### src/rtl/anomaly_pkg.sv
// Shared types for the anomaly alarm path: aggregator FSM states and
// the alarm-entry counter width.
package anomaly_pkg;

    typedef enum logic [1:0] {
        FILL    = 2'd0,
        MONITOR = 2'd1,
        ALARM   = 2'd2,
        COOL    = 2'd3
    } state_t;

    localparam int unsigned TOTAL_W = 16;

endpackage

### src/rtl/anomaly_window_counter.sv
// Sliding window of the last WINDOW valid anomaly decisions with a
// running anomalous-sample count and a fill tracker.
module anomaly_window_counter #(
    parameter int unsigned WINDOW = 16,
    parameter int unsigned CW     = $clog2(WINDOW + 1)
) (
    input  logic          clk,
    input  logic          reset,
    input  logic          anomaly_in,
    input  logic          anomaly_valid,
    output logic [CW-1:0] count,
    output logic          window_full,
    output logic [CW-1:0] count_next_c,
    output logic          fill_done_c
);

    logic [WINDOW-1:0] win;
    logic [CW-1:0]     fill;

    // The bit leaving the window only counts once the window has been filled.
    always_comb begin
        count_next_c = count;
        fill_done_c  = 1'b0;
        if (anomaly_valid) begin
            count_next_c = count + CW'(anomaly_in) - CW'(window_full & win[WINDOW-1]);
            fill_done_c  = !window_full && (fill == CW'(WINDOW - 1));
        end
    end

    always_ff @(posedge clk or posedge reset) begin
        if (reset) begin
            win         <= '0;
            fill        <= '0;
            count       <= '0;
            window_full <= 1'b0;
        end else if (anomaly_valid) begin
            win   <= {win[WINDOW-2:0], anomaly_in};
            count <= count_next_c;
            if (!window_full) begin
                fill <= fill + CW'(1);
            end
            if (fill_done_c) begin
                window_full <= 1'b1;
            end
        end
    end

endmodule

### src/rtl/anomaly_alarm_aggregator.sv
// Windowed anomaly-count alarm: latched alarm with entry irq pulse, ack,
// and a sample-based cooldown before re-arming.
import anomaly_pkg::*;

module anomaly_alarm_aggregator #(
    parameter int unsigned WINDOW   = 16,
    parameter int unsigned THRESH   = 4,
    parameter int unsigned COOLDOWN = 8,
    parameter int unsigned CW       = $clog2(WINDOW + 1)
) (
    input  logic               clk,
    input  logic               reset,
    input  logic               anomaly_in,
    input  logic               anomaly_valid,
    input  logic               alarm_ack,
    output logic               alarm,
    output logic               alarm_irq,
    output logic [CW-1:0]      anom_count,
    output logic               window_full,
    output logic [TOTAL_W-1:0] alarm_total
);

    if (WINDOW < 2 || WINDOW > 256) begin : g_bad_window
        $error("WINDOW must be in 2..256");
    end
    if (THRESH < 1 || THRESH > WINDOW) begin : g_bad_thresh
        $error("THRESH must be in 1..WINDOW");
    end
    if (COOLDOWN > 255) begin : g_bad_cooldown
        $error("COOLDOWN must be in 0..255");
    end
    if (CW != $clog2(WINDOW + 1)) begin : g_bad_cw
        $error("CW is derived from WINDOW and must not be overridden");
    end

    state_t        state;
    logic [7:0]    cool;
    logic [CW-1:0] count_next_c;
    logic          fill_done_c;
    logic          over_c;
    logic          enter_c;

    anomaly_window_counter #(
        .WINDOW (WINDOW),
        .CW     (CW)
    ) u_window (
        .clk          (clk),
        .reset        (reset),
        .anomaly_in   (anomaly_in),
        .anomaly_valid(anomaly_valid),
        .count        (anom_count),
        .window_full  (window_full),
        .count_next_c (count_next_c),
        .fill_done_c  (fill_done_c)
    );

    // Triggering is only possible on the filling sample or on a valid sample while monitoring.
    always_comb begin
        over_c  = (count_next_c >= CW'(THRESH));
        enter_c = 1'b0;
        if (state == FILL) begin
            enter_c = fill_done_c && over_c;
        end else if (state == MONITOR) begin
            enter_c = anomaly_valid && over_c;
        end
    end

    always_ff @(posedge clk or posedge reset) begin
        if (reset) begin
            state       <= FILL;
            cool        <= '0;
            alarm       <= 1'b0;
            alarm_irq   <= 1'b0;
            alarm_total <= '0;
        end else begin
            alarm_irq <= 1'b0;
            if (enter_c) begin
                state     <= ALARM;
                alarm     <= 1'b1;
                alarm_irq <= 1'b1;
                if (alarm_total != '1) begin
                    alarm_total <= alarm_total + TOTAL_W'(1);
                end
            end else begin
                unique case (state)
                    FILL: begin
                        if (fill_done_c) begin
                            state <= MONITOR;
                        end
                    end
                    MONITOR: ;
                    ALARM: begin
                        if (alarm_ack) begin
                            alarm <= 1'b0;
                            cool  <= 8'(COOLDOWN);
                            state <= (COOLDOWN == 0) ? MONITOR : COOL;
                        end
                    end
                    COOL: begin
                        // Re-arm after COOLDOWN valid samples have gone by.
                        if (anomaly_valid) begin
                            cool <= cool - 8'd1;
                            if (cool <= 8'd1) begin
                                state <= MONITOR;
                            end
                        end
                    end
                    default: state <= FILL;
                endcase
            end
        end
    end

endmodule

### config.mk
export PLATFORM = sky130hd
export DESIGN_NAME = anomaly_alarm_aggregator
export DESIGN_NICKNAME = d
export VERILOG_FILES = /design/src/rtl/anomaly_pkg.sv /design/src/rtl/anomaly_window_counter.sv /design/src/rtl/anomaly_alarm_aggregator.sv
export SDC_FILE = /design/constraint.sdc
export NUM_CORES = 1
export LEC_CHECK = 0
export CELL_PAD_IN_SITES_DETAIL_PLACEMENT = 0
export CELL_PAD_IN_SITES_GLOBAL_PLACEMENT = 1
export CORE_MARGIN = 5
export CORE_UTILIZATION = 40
export CTS_CLUSTER_DIAMETER = 150
export DETAILED_ROUTE_END_ITERATION = 6
export PLACE_DENSITY = 0.73
export SYNTH_ARGS = -nofsm -noshare
export SYNTH_HDL_FRONTEND = slang
export SYNTH_SLANG_ARGS = --single-unit
### constraint.sdc
create_clock -name clk -period 2.8 [get_ports clk]
set_clock_uncertainty 0.05 [all_clocks]
set_input_delay 0.56 -clock clk [delete_from_list [all_inputs] [get_ports clk]]
set_output_delay 0.56 -clock clk [all_outputs]
set_load 0.05 [all_outputs]
**After elaboration in Yosys (flattened, before gate mapping)**

Index checks and enable logic that the tools add are counted.

- Add/subtract/negate cells: 5
- $lt $le $gt $ge: 2
- Equality and inequality tests: 11
- Multiplexer cells: 17
- Bitwise operators: 3
- Reductions and logical operators: 15

Operators by type and width:

| operator | number |
|---|---|
| $add A16 B1 Y16 const B | 1 |
| $mux W8 | 2 |
| $ne A16 B16 Y1 const B | 1 |
| $pmux W8 S2 | 1 |
| $ne A3 B3 Y1 const B | 4 |
| $mux W2 | 5 |
| $le A8 B1 Y1 const B | 1 |
| $reduce_and A2 Y1 | 4 |
| $sub A8 B1 Y8 const B | 1 |
| $mux W1 | 7 |
| $pmux W2 S3 | 1 |
| $reduce_bool A2 Y1 | 3 |
| $add A5 B1 Y5 | 1 |
| $add A5 B1 Y5 const B | 1 |
| $eq A5 B4 Y1 const B | 1 |
| $ge A5 B3 Y1 const B | 1 |
| $mux W5 | 1 |
| $reduce_and A5 Y1 | 1 |
| $sub A5 B5 Y5 | 1 |
| $eq A2 B2 Y1 const B | 2 |
| $ne A2 B2 Y1 const B | 2 |
| $reduce_and A4 Y1 | 1 |
| $reduce_bool A4 Y1 | 1 |
| $logic_and A1 B1 Y1 | 3 |
| 5 further kinds | 6 |

- Flip-flop bits (word level): 55
- Bits of input ports: 5
- Output and inout port bits: 24

**Longest topological paths before layout**

- Word-level depth: 9
- Gate-level depth with buffers: 13
- Mapped depth without buffers: 12

**By module**

A second synthesis with hierarchy kept.

- Cell total of the unflattened synthesis: 249
- Area, all modules: 2,842.7 µm²

By module, submodules not included:

| module | times used | cells an instance | area an instance (µm²) | sequential area each (µm²) |
|---|---|---|---|---|
| anomaly_alarm_aggregator | 1 | 139 | 1,527.7 | 700.7 |
| anomaly_window_counter | 1 | 110 | 1,315.0 | 675.6 |

**Least setup slack after synthesis**

OpenSTA, ideal clock, no wires.

- Path kind: register -> register
- Start: reg u_window.window_full
- End: reg alarm_total[11]
- Arrival: 2.866 ns
- Data required time: 2.603 ns
- Setup slack: -0.262 ns
- Cell stages (with the launch flop): 14
- Path buffers: 1
- Cell sequence: dfrtp_1 -> and2_1 -> ha_1 -> inv_1 -> ha_1 -> inv_1 -> fa_1 -> nand2b_1 -> a21oi_2 -> o21ai_1 -> a211oi_4 -> buf_6 -> nor3_1 -> xor2_1

- Word-level cells in the longest chain between the ends: 8
- Elaborated cells on any way between the ends: 12
- Classes of those cells: 1 x add/sub; 1 x order compare; 4 x mux; 1 x bitwise; 5 x reduce/logical

Ends and longest elaborated chain:

| what | RTL line | source |
|---|---|---|
| start, declared | anomaly_window_counter.sv:12 | `output logic window_full,` |
| start signal, assigned | anomaly_window_counter.sv:35 | `window_full <= 1'b0;` |
| start signal, assigned | anomaly_window_counter.sv:43 | `window_full <= 1'b1;` |
| $and A1 B1 Y1 | anomaly_window_counter.sv:25 | `count_next_c = count + CW'(anomaly_in) - CW'(window_full & win[WINDOW-1]);` |
| $sub A5 B5 Y5 | anomaly_window_counter.sv:25 |  |
| $mux W5 | anomaly_window_counter.sv:24 | `if (anomaly_valid) begin` |
| $ge A5 B3 Y1 | anomaly_alarm_aggregator.sv:59 | `over_c = (count_next_c >= CW'(THRESH));` |
| $logic_and A1 B1 Y1 | anomaly_alarm_aggregator.sv:64 | `enter_c = anomaly_valid && over_c;` |
| $mux W1 | anomaly_alarm_aggregator.sv:63 | `end else if (state == MONITOR) begin` |
| $mux W1 * | anomaly_alarm_aggregator.sv:61 | `if (state == FILL) begin` |
| $reduce_and A2 Y1 (no line) * | -- |  |
| end signal, assigned | anomaly_alarm_aggregator.sv:82 | `alarm_total <= alarm_total + TOTAL_W'(1);` |
| end, declared | anomaly_alarm_aggregator.sv:20 | `output logic [TOTAL_W-1:0] alarm_total` |

Every way passes the cells marked *; elsewhere a longest branch is shown, timed or not.
A chain may end at the register's enable or synchronous reset.

**Worst setup path after layout**

- Start: reg u_window.window_full
- End: reg alarm_total[1]

The elaborated chain is that of the path after synthesis.

==> metrics <==
Slew Limit Fails 0; Setup crit end kind flop; static leakage 1.56 nW; CTS Sinks 55; gp weighted congestion 0.702; clk slew on worst S/H paths 0.10 ns; slew at the pin closest to its max-slew limit 0.560 ns; largest net degree at the start of global routing 37; final-stage net count 296; CTS tree done; syn nets 259; placed cell count 351; Max FO, Critical Path 9; layout cells sized above 1 22.1%; Synth Warn # 0; register bit total from synthesis 55; cts hold-fix bufs 0; status finished clean; DR iter-0 viols 90; share of the synthesized area in the top cell type 50.9%; CTS root buf clkbuf_8; WHS 0.433 ns; Setup violations, final 0; Initial Utilization 40.4%; Synth Instances 243; number of remaining DRC errors 0; latest clock arrival within the worst-skew pair 0.31 ns; Worst R2R Path Depth 13; sequential area share after synthesis 50.9%; number of synthesized flops with an enable pin 0; wire per inst 14.0 um; Fin. Hold Viols 0; Num CTS Buffers 5; routed wire length 5040 um; die height 92.2 um; biggest area consumer among synthesized cells dfrtp_1; First-pass DRT Iterations 4; first-pass GRT wire length 8800 um; worst path arrival time 2.91 ns; async set or reset register ratio after synthesis 100%; gr ovfl total 0; HP Start u_window.fill[3]$_DFFE_PP0P_; Critical Path Source Type flop; Min-Delay Path Class flop to flop; hold path cells 1; Layout area overhead 25.1%; RSZ-0062 raised after global routing yes; post-DP HPWL 3460 um; fin cells 361; final worst path period share 98.6%; top post-synthesis cells by count 55 x dfrtp_1, 18 x nand2_1, 17 x mux2_2; Finished Cell Area 3380 um^2; Worst Hold Path EP u_window.fill[3]$_DFFE_PP0P_; htree depth 2; max_cap viols 0; placed cell area 3150 um^2; RR Startpoint u_window.window_full$_DFFE_PP0P_; FF-to-FF End alarm_total[1]$_DFFE_PP0P_; reg-to-reg slack, setup 0.04 ns; dominant cells by area after synthesis dfrtp_1 51%, mux2_2 7.1%, xor2_1 4.9%; Port Buffers 28; Pwr Total 2.63 mW; IR drop worst, VDD 0.478 mV; critical path type flop to flop; Worst EP required 2.95 ns; clk buf depth 2; FMAX 362 MHz; worst slack, placed -0.223 ns; Pwr Density 777 nW/um^2; core footprint 6680 um^2; die area 8500 um^2; library cells used by synthesis 43; antenna violations before repair 0; Ports 29; post-route ant nets 0; total track usage 12.7%; Worst slew margin 62.2%; CP startpoint u_window.window_full$_DFFE_PP0P_; Worst Slack Setup Final 0.0401 ns; Via density 5.18; Rows 30; Die X 92.2 um; count leader, synth dfrtp_1; ant diodes 0; post-synthesis cell area 2700 um^2; ys flop type dfrtp_1; crit path time final 2.76 ns; average size of a mapped cell 11.1 um^2; vias in the first global route 1818; Vias 1870
-- sequential cells by signal (all words and copies together), names as in the netlist --
signal / flops
alarm_total: 16
u_window.win: 16
cool: 8
u_window.count: 5
u_window.fill: 5
state: 2
alarm: 1
alarm_irq: 1
u_window.window_full: 1
-- stage by stage --
stage	TNS [ns]	util (%)
final	0	50.6
after global routing	-0.293	50.6
after CTS	0	50.4
after detailed placement	-2.23	47.2
after global placement	-1.65	47.2
after floorplan	-0.999	-
-- layout make-up --
| type | instances | area [um^2] |
|---|---|---|
| multi-input cells | 164 | 1340 |
| inverters | 15 | 56.3 |
| clock buffers | 5 | 68.8 |
| flip-flops and latches | 55 | 1380 |
| fillers | 602 | 3300 |
| well taps | 80 | 100 |
| clock inverters | 3 | 43.8 |
| repair buffers | 39 | 392 |
-- worst max path at each step --
stage	cells after the start	end
global placement	11	alarm_total[1]$_DFFE_PP0P_
finish	13	alarm_total[1]$_DFFE_PP0P_
floorplan	13	alarm_total[11]$_DFFE_PP0P_
global route	13	alarm_total[1]$_DFFE_PP0P_
CTS	13	alarm_total[1]$_DFFE_PP0P_
detailed placement	11	alarm_total[1]$_DFFE_PP0P_
-- cell families (layout without fill, tap and decap cells) --
group                    count (synthesis)  in the layout  share of synthesized area (%)
multiplexers                            18             18                           7.64
AO/OA/AOI/OAI                           36             36                           8.94
adder cells (fa/ha/maj)                 11             11                           5.37
XOR/XNOR                                21             21                           6.81
buffers and inverters                   24             62                           3.89
flip-flops                              55             55                           50.9
AND/OR/NAND/NOR                         78             78                           16.4
-- critical path: stages (launching register included) --
cell	delay [ns]
dfrtp_2	0.42
and2_4	0.14
ha_4	0.21
inv_2	0.06
ha_4	0.13
inv_2	0.04
fa_2	0.35
nand2b_4	0.16
a21oi_4	0.17
o21ai_2	0.09
a211oi_4	0.32
buf_12	0.18
nor2_4	0.04
mux2_4	0.30
-- layout by cell type (no fill, tap or decap), types with 4 or more instances in the layout --
master / count
clkdlybuf4s50_1: 28
a21o_1: 7
xnor2_1: 6
nand3_1: 6
ha_1: 8
o21ai_0: 10
nand2b_1: 4
nor2_1: 8
nand2_1: 18
nor3_1: 10
xor2_1: 15
clkbuf_8: 5
a22o_1: 5
buf_4: 8
dfrtp_1: 53
inv_1: 12
a21oi_1: 6
nor4_1: 4
mux2_2: 17
-- power by group --
group	switching (mW)	internal [mW]	total (mW)	leakage (nW)
Combinational	0.588	0.500	1.09	0.793
Clock	0.264	0.267	0.531	0.0581
Sequential	0.0863	0.923	1.01	0.709
Total	0.938	1.69	2.63	1.56
-- layer usage --
layer	vias up	GRT usage [%]	share of wire, %
li1	924	-	-
met1	920	17.3	49
met2	21	20.3	47
met3	5	3.04	2.5
met4	0	2.97	1.1
met5	-	0	0
-- repair_timing --
item | 4_1_cts | 5_1_grt
pin swaps | 8 | 7
setup buffers | 2 | 0
gates resized for setup | 11 | 8
endpoints found under the setup margin | 6 | 13
cloned | 1 | 0
No activity file was read; power rests on OpenSTA's default activity.
